`src/rtl/path_tracer.sv`:
```
// path_tracer: walks a snapshot of the predecessor table back from end_node
// to st_node, stacks the nodes, then streams them forward (st_node first)
// over a valid/ready interface.
module path_tracer #(
  parameter int NODES   = 26,
  parameter int NODE_W  = 5,
  parameter int MAX_LEN = 26
) (
  input  logic                           clk,
  input  logic                           rst_n,
  input  logic                           start,
  input  logic                           found,
  input  logic [NODE_W-1:0]              st_node,
  input  logic [NODE_W-1:0]              end_node,
  input  logic [NODES*NODE_W-1:0]        prev_flat,
  output logic [NODE_W-1:0]              node_out,
  output logic                           node_valid,
  input  logic                           node_ready,
  output logic                           node_last,
  output logic [$clog2(MAX_LEN+1)-1:0]   path_len,
  output logic                           busy,
  output logic                           done,
  output logic                           err
);

  localparam int SP_W = $clog2(MAX_LEN+1);
  localparam logic [NODE_W:0]   NODES_C = (NODE_W+1)'(NODES);
  localparam logic [SP_W-1:0]   MAX_C   = SP_W'(MAX_LEN);
  localparam logic [SP_W-1:0]   ONE_SP  = SP_W'(1);

  typedef enum logic [1:0] {IDLE, WALK, EMIT, ERR} state_t;

  state_t            state, state_nxt;
  logic [NODE_W-1:0] prev_mem [NODES];
  logic [NODE_W-1:0] stack    [MAX_LEN];
  logic [NODE_W-1:0] cur;
  logic [NODE_W-1:0] st_q;
  logic [NODE_W-1:0] prev_cur;
  logic [SP_W-1:0]   sp;
  logic              start_ok;
  logic              at_start;
  logic              prev_bad;
  logic              overflow;
  logic              beat_take;

  // Request qualification and walk-step decisions
  always_comb begin
    start_ok  = found && ({1'b0, st_node} < NODES_C) && ({1'b0, end_node} < NODES_C);
    prev_cur  = prev_mem[cur];
    at_start  = (cur == st_q);
    prev_bad  = ({1'b0, prev_cur} >= NODES_C);
    overflow  = ((sp + ONE_SP) == MAX_C);
    beat_take = (state == EMIT) && node_ready;
  end

  // State register
  always_ff @(posedge clk or negedge rst_n) begin
    if (!rst_n) state <= IDLE;
    else        state <= state_nxt;
  end

  // Next-state logic
  always_comb begin
    state_nxt = state;
    unique case (state)
      IDLE: if (start) state_nxt = start_ok ? WALK : ERR;
      WALK: begin
        if (at_start)      state_nxt = EMIT;
        else if (prev_bad) state_nxt = ERR;
        else if (overflow) state_nxt = ERR;
      end
      EMIT: if (node_ready && sp == ONE_SP) state_nxt = IDLE;
      ERR:  state_nxt = IDLE;
      default: state_nxt = IDLE;
    endcase
  end

  // Output decode; node_out is forced to zero outside EMIT
  always_comb begin
    busy       = (state != IDLE);
    node_valid = (state == EMIT);
    node_last  = (state == EMIT) && (sp == ONE_SP);
    err        = (state == ERR);
    node_out   = (state == EMIT) ? stack[sp - ONE_SP] : '0;
  end

  // Walk cursor, stack pointer, path length and done pulse
  always_ff @(posedge clk or negedge rst_n) begin
    if (!rst_n) begin
      cur      <= '0;
      st_q     <= '0;
      sp       <= '0;
      path_len <= '0;
      done     <= 1'b0;
    end else begin
      done <= 1'b0;
      unique case (state)
        IDLE: begin
          if (start) begin
            path_len <= '0;
            sp       <= '0;
            if (start_ok) begin
              cur  <= end_node;
              st_q <= st_node;
            end
          end
        end
        WALK: begin
          sp <= sp + ONE_SP;
          if (at_start) path_len <= sp + ONE_SP;
          else          cur      <= prev_cur;
        end
        EMIT: begin
          if (beat_take) begin
            sp <= sp - ONE_SP;
            if (sp == ONE_SP) done <= 1'b1;
          end
        end
        ERR: begin
          sp       <= '0;
          path_len <= '0;
        end
        default: sp <= '0;
      endcase
    end
  end

  // Table snapshot on an accepted start; the search may overwrite prev_flat afterwards
  always_ff @(posedge clk) begin
    if (state == IDLE && start && start_ok)
      for (int unsigned i = 0; i < NODES; i++)
        prev_mem[i] <= prev_flat[NODE_W*i +: NODE_W];
  end

  // Stack write; emptiness is tracked by sp alone
  always_ff @(posedge clk) begin
    if (state == WALK) stack[sp] <= cur;
  end

endmodule

```
`config.mk`:
```
export PLATFORM = sky130hd
export DESIGN_NAME = path_tracer
export DESIGN_NICKNAME = d
export VERILOG_FILES = /design/src/rtl/path_tracer.sv
export SDC_FILE = /design/constraint.sdc
export NUM_CORES = 1
export LEC_CHECK = 0
export ABC_AREA = 1
export BUFFER_PORTS_ARGS = -buffer_cell sky130_fd_sc_hd__buf_2
export CAP_MARGIN = 25
export CORE_MARGIN = 3
export CORE_UTILIZATION = 45
export CTS_BUF_LIST = sky130_fd_sc_hd__clkbuf_8 sky130_fd_sc_hd__clkbuf_16
export CTS_CLUSTER_SIZE = 30
export DETAILED_ROUTE_END_ITERATION = 10
export GPL_ROUTABILITY_DRIVEN = 0
export PLACE_DENSITY_LB_ADDON = 0.15
export RECOVER_POWER = 50
export SYNTH_ARGS = -nofsm -noshare
export SYNTH_HDL_FRONTEND = slang
export SYNTH_SLANG_ARGS = --single-unit
export TNS_END_PERCENT = 100
```
`constraint.sdc`:
```
create_clock -name clk -period 8.25 [get_ports clk]
set_input_delay 1.65 -clock clk [delete_from_list [all_inputs] [get_ports clk]]
set_output_delay 1.65 -clock clk [all_outputs]
set_load 0.02 [all_outputs]
```
; Word-level counts from Yosys, hierarchy flattened
; Memories as Yosys holds them, arrays and structs flattened.
; Cells that the tools add are included.
; Widths: inputs -> output; s select.
[totals]
input_bits = 145
ramBits = 260
regBits = 23
out_inout_bits = 15
n_memories = 2
elab_cells = 66
[mem_list]
columns = memory, words, word_bits, read_ports, rd_clocked_by_memory_dff, wr, line_no
row1 = prev_mem, 26, 5, 1, 0, 26, 34  ; logic [NODE_W-1:0] prev_mem [NODES];
row2 = stack, 26, 5, 1, 0, 1, 35  ; logic [NODE_W-1:0] stack [MAX_LEN];
[op_classes]
magnitude_cmp = 3
eq_ne = 13
n_reduce_logical = 16
n_addsub = 2
mux = 24
[ops]
columns = op, n
row1 = $mux 5, 7
row2 = $pmux 5 s4, 1
row3 = $pmux 5 s3, 1
row4 = $mux 2, 6
row5 = $lt 5x5->1 const B, 2
row6 = $pmux 5 s2, 1
row7 = $reduce_and 3->1, 3
row8 = $ne 2x2->1 const B, 4
row9 = $pmux 2 s4, 1
row10 = $logic_and 1x1->1, 7
row11 = $mux 1, 7
row12 = $add 5x1->5 const B, 1
row13 = $eq 5x1->1 const B, 1
row14 = $eq 5x5->1, 1
row15 = $eq 5x5->1 const B, 1
row16 = $ge 5x5->1 const B, 1
row17 = $sub 5x1->5 const B, 1
row18 = $eq 2x2->1 const B, 2
row19 = $ne 2x1->1 const B, 2
row20 = $ne 4x4->1 const B, 1
row21 = $reduce_and 4->1, 1
row22 = $reduce_bool 2->1, 2
row23 = $reduce_bool 3->1, 1
row24 = $eq 2x1->1 const B, 1
row25 = 2 further kinds, 2

; Longest topological paths before layout
[depth]
ltp_word = 6
depth_mapped = 17
ltp_nobuf = 14

; Worst setup path before layout
; Ideal clock, no wire load.
[synth_path]
path_kind = input port to flip-flop
start = input end_node[2]
end = register st_q[3]
slack_ps = 208
setup_ps = 91
cell_stages = 4
t_arrival_ps = 7950
path_buffers = 0
required_ps = 8159
cell_sequence = o211ai_1 o211ai_1 nor3_2 mux2_2
[synth_between]
elab_chain_len = 3
[synth_lines]
columns = element, line_no
row1 = "start, declared", 14  ; input logic [NODE_W-1:0] end_node,
row2 = $lt 5x5->1, 48  ; start_ok = found && ({1'b0, st_node} < NODES_C) && ({1'b0, end_node} < NODES_C);
row3 = $logic_and 1x1->1, 48
row4 = $reduce_and 3->1 (no line), n/a
row5 = "end signal, assigned", 104  ; st_q <= st_node;
row6 = "end, declared", 37  ; logic [NODE_W-1:0] st_q;
; Every way passes these cells.
; A chain may end at the register's enable or synchronous reset.

; Final worst setup path
[layout_path]
start = register sp[0]
end = output node_out[4]
[layout_between]
elab_chain_len = 3
[layout_lines]
columns = element, line_no
row1 = "start, declared", 39  ; logic [SP_W-1:0] sp;
row2 = "start signal, assigned", 109  ; sp <= sp + ONE_SP;
row3 = "start signal, assigned", 115  ; sp <= sp - ONE_SP;
row4 = $sub 5x1->5, 84  ; node_out = (state == EMIT) ? stack[sp - ONE_SP] : '0;
row5 = $mem_v2 26x5, n/a
row6 = $mux 5, 84
row7 = "end, declared", 16  ; output logic [NODE_W-1:0] node_out,
; Every way passes these cells.

==> flow_metrics.tcl <==
set metrics [dict create \
    syn_avg_cell_area_um2 11.9 \
    rsz0062_at_grt "no" \
    worstSkewPairLatency_ps 550 \
    htreeDepth 1 \
    critPathTopFamily "buffers and inverters" \
    io_buffers 159 \
    synth-seq-cells 283 \
    worst-endpoint-required_ps 6600 \
    ys_seq_area_frac 0.707 \
    via_count 8044 \
    cts_tree "done" \
    slew_violations 238 \
    die_x_um 168 \
    chipHeight_um 168 \
    drt_iter0_drc 686 \
    ir_drop_uv 202 \
    synthFlopType "edfxtp_1" \
    power_density_nw_per_um2 362 \
    dieArea_um2 28300 \
    first_global_vias 8028 \
    fin_cells 1502 \
    antenna_found_initial 6 \
    maxCapViolations 5 \
    syn_inst 999 \
    crit_chain "buf_4 > inv_1 > ha_1 > inv_2 > a32o_1 > o211ai_1 > nand2_1 > o22ai_1 > buf_2" \
    syn-num-nets 1153 \
    worstPathMaxFanout 69 \
    max_stage_delay_ps 920 \
    leakage_nw 5.30 \
    setup_viol 0 \
    first_pass_iters 5 \
    grt_pass1_wl_um 45300 \
    skew_ps 11.3 \
    violations "max-capacitance violations, max-slew violations" \
    synth_edf_count 260 \
    cts_resized 0 \
    initial_core_util 0.464 \
    ys_async_sr_fraction 0.0813 \
    crit_arrival_ps 4710 \
    clock-root-buffer "clkbuf_16" \
    fin_tns_setup_ps 0 \
    holdBufCountCts 0 \
    drt-wirelength-per-cell_um 19.2 \
    hold_viol 0 \
    maxSlewHeadroom -1.03 \
    placedCellCount 1443 \
    top_usage_layer "met2" \
    io_pins 160 \
    cts_made_buffers 30 \
    postRouteAntennaNets 0 \
    min_period_ps 6360 \
    met3_usage 0.0378 \
    synth_top_area_frac 0.659 \
    clkTransAtPathRegs_ps 60 \
    routed_via_density 5.36 \
    overflow 0 \
    synth_cell_types 39 \
    hold_path.class "flip-flop to flip-flop" \
    grt_usage 0.204 \
    syn2layout_area_growth_pct 17.2 \
    core_um2 25500 \
    met1_usage 0.293 \
    worst_pin_slew_ps 3040 \
    drc_errors 0 \
    timing.fmax_mhz 157 \
    grt_max_degree 84 \
    yosysTopAreaCell "edfxtp_1" \
    finalCritPeriodShare 0.770 \
    post-place-ws_ps 2870 \
    nNetsFinal 1299 \
    clock_path_buffers 3 \
    slowest_stage "ha_1" \
    ys.warnings.count 0 \
    final_layout_size_suffix_gt1_frac 0.190 \
    postCtsSetupRepairBufs 0 \
    place_hpwl_um 18600 \
    gr-usage-met2 0.320 \
    synth_area_um2 11900 \
    critPathLaunchType "flip-flop" \
    routed_wl_um 28800 \
    row_count 58 \
    cts_sinks 283 \
    yosys-top-cells-area "edfxtp_1 66%, nand2_1 7.8%, dfrtp_1 4.9%, nand3_1 3.6%, nor2_1 2.9%" \
    critPathKind "flip-flop to output pin" \
    cp_num_buf_inv 4 \
    endpoint_kind "output pin" \
    outcome "finished, violations left" \
    setup_ws_ps 1890 \
]
==> registers in the layout (all words and copies together) (netlist names) <==
| register | cells |
|---|---|
| cur | 5 |
| state | 2 |
| done | 1 |
| path_len | 5 |
| prev_mem | 130 |
| stack | 130 |
| sp | 5 |
| st_q | 5 |
==> cell type report <==
cell class	instances	area [um2]
sequential	283	8390
fill	2239	11700
antenna	3	7.51
inverter	27	104
clock buffer	32	778
timing repair buffer	170	871
tap	330	413
clock inverter	24	251
multi-input combinational	633	3080
==> metal layers <==
layer	up-vias	wire length [um]
met5	-	35
met4	6	645
met3	52	1790
met2	278	13700
met1	3844	12600
li1	3864	-
==> worst min-delay path, cell delays in order, from the launching register on <==
cell and delay (ps):
dfrtp_1 340, nand2_1 50, nand2_1 50
==> cell usage after synthesis (3+ instances only) <==
cell      instances
o21ai_0          53
nand2_1         247
buf_4             4
dfrtp_1          23
edfxtp_1        260
buf_2            20
nor2_1           92
o22ai_1           9
nand2_2           3
a21oi_1          57
xor2_1            6
o21ai_1           5
ha_1              9
a32o_1           15
or2_2             3
o221ai_1          3
o211ai_1         15
a22oi_1          15
inv_1            21
nand3_1          86
clkinv_1          3
buf_6             3
clkbuf_1         21
buf_1             6
==> cells by family after synthesis <==
family / Yosys count / share of synthesized area
AO/OA/AOI/OAI: 176 / 0.0902
XOR/XNOR: 8 / 0.00591
adder cells (fa/ha/maj): 9 / 0.00950
buffers and inverters: 83 / 0.0337
flip-flops: 283 / 0.707
multiplexers: 2 / 0.00190
AND/OR/NAND/NOR: 438 / 0.152
==> final timing paths <==
check                       startpoint           to  slack [ps]  depth (start not counted)
hold reg to reg            path_len[0]  path_len[0]         470                          2
min in group asynchronous        rst_n         done        1340                          1
hold / removal             path_len[0]  path_len[0]         470                          2
setup / recovery                 sp[0]  node_out[4]        1890                          9
setup reg to reg                cur[0]     state[1]        3340                         14
max in group asynchronous        rst_n       cur[1]        6100                          1
==> through the flow <==
| stage | area, um2 | util | power (mW) | hold slack, ps |
|---|---|---|---|---|
| floorplan | 11900 | - | 3.16 | 490 |
| detailed placement | 12900 | 0.504 | 3.67 | 460 |
| global placement | 12900 | 0.503 | 3.65 | 454 |
| global route | 13900 | 0.544 | 5.36 | 501 |
| CTS | 13900 | 0.545 | 5.05 | 475 |
| finish | 13900 | 0.544 | 5.03 | 468 |
==> cells in the final DEF, fill, tap and decap left out, types with 21 or more instances in the layout <==
master / count
a21oi_1: 57
clkbuf_16: 30
buf_2: 152
nor2_1: 92
dfrtp_1: 21
nand2_1: 247
nand3_1: 86
inv_1: 28
edfxtp_1: 260
o21ai_0: 53
==> where the power goes <==
part | leakage [nW] | internal [mW] | switching (mW) | total [mW]
registers | 2.65 | 1.82 | 0.0851 | 1.90
logic | 2.12 | 0.524 | 1.22 | 1.75
clock network | 0.522 | 0.835 | 0.541 | 1.38
total | 5.30 | 3.18 | 1.85 | 5.03
(Power assumes the default switching activity.)
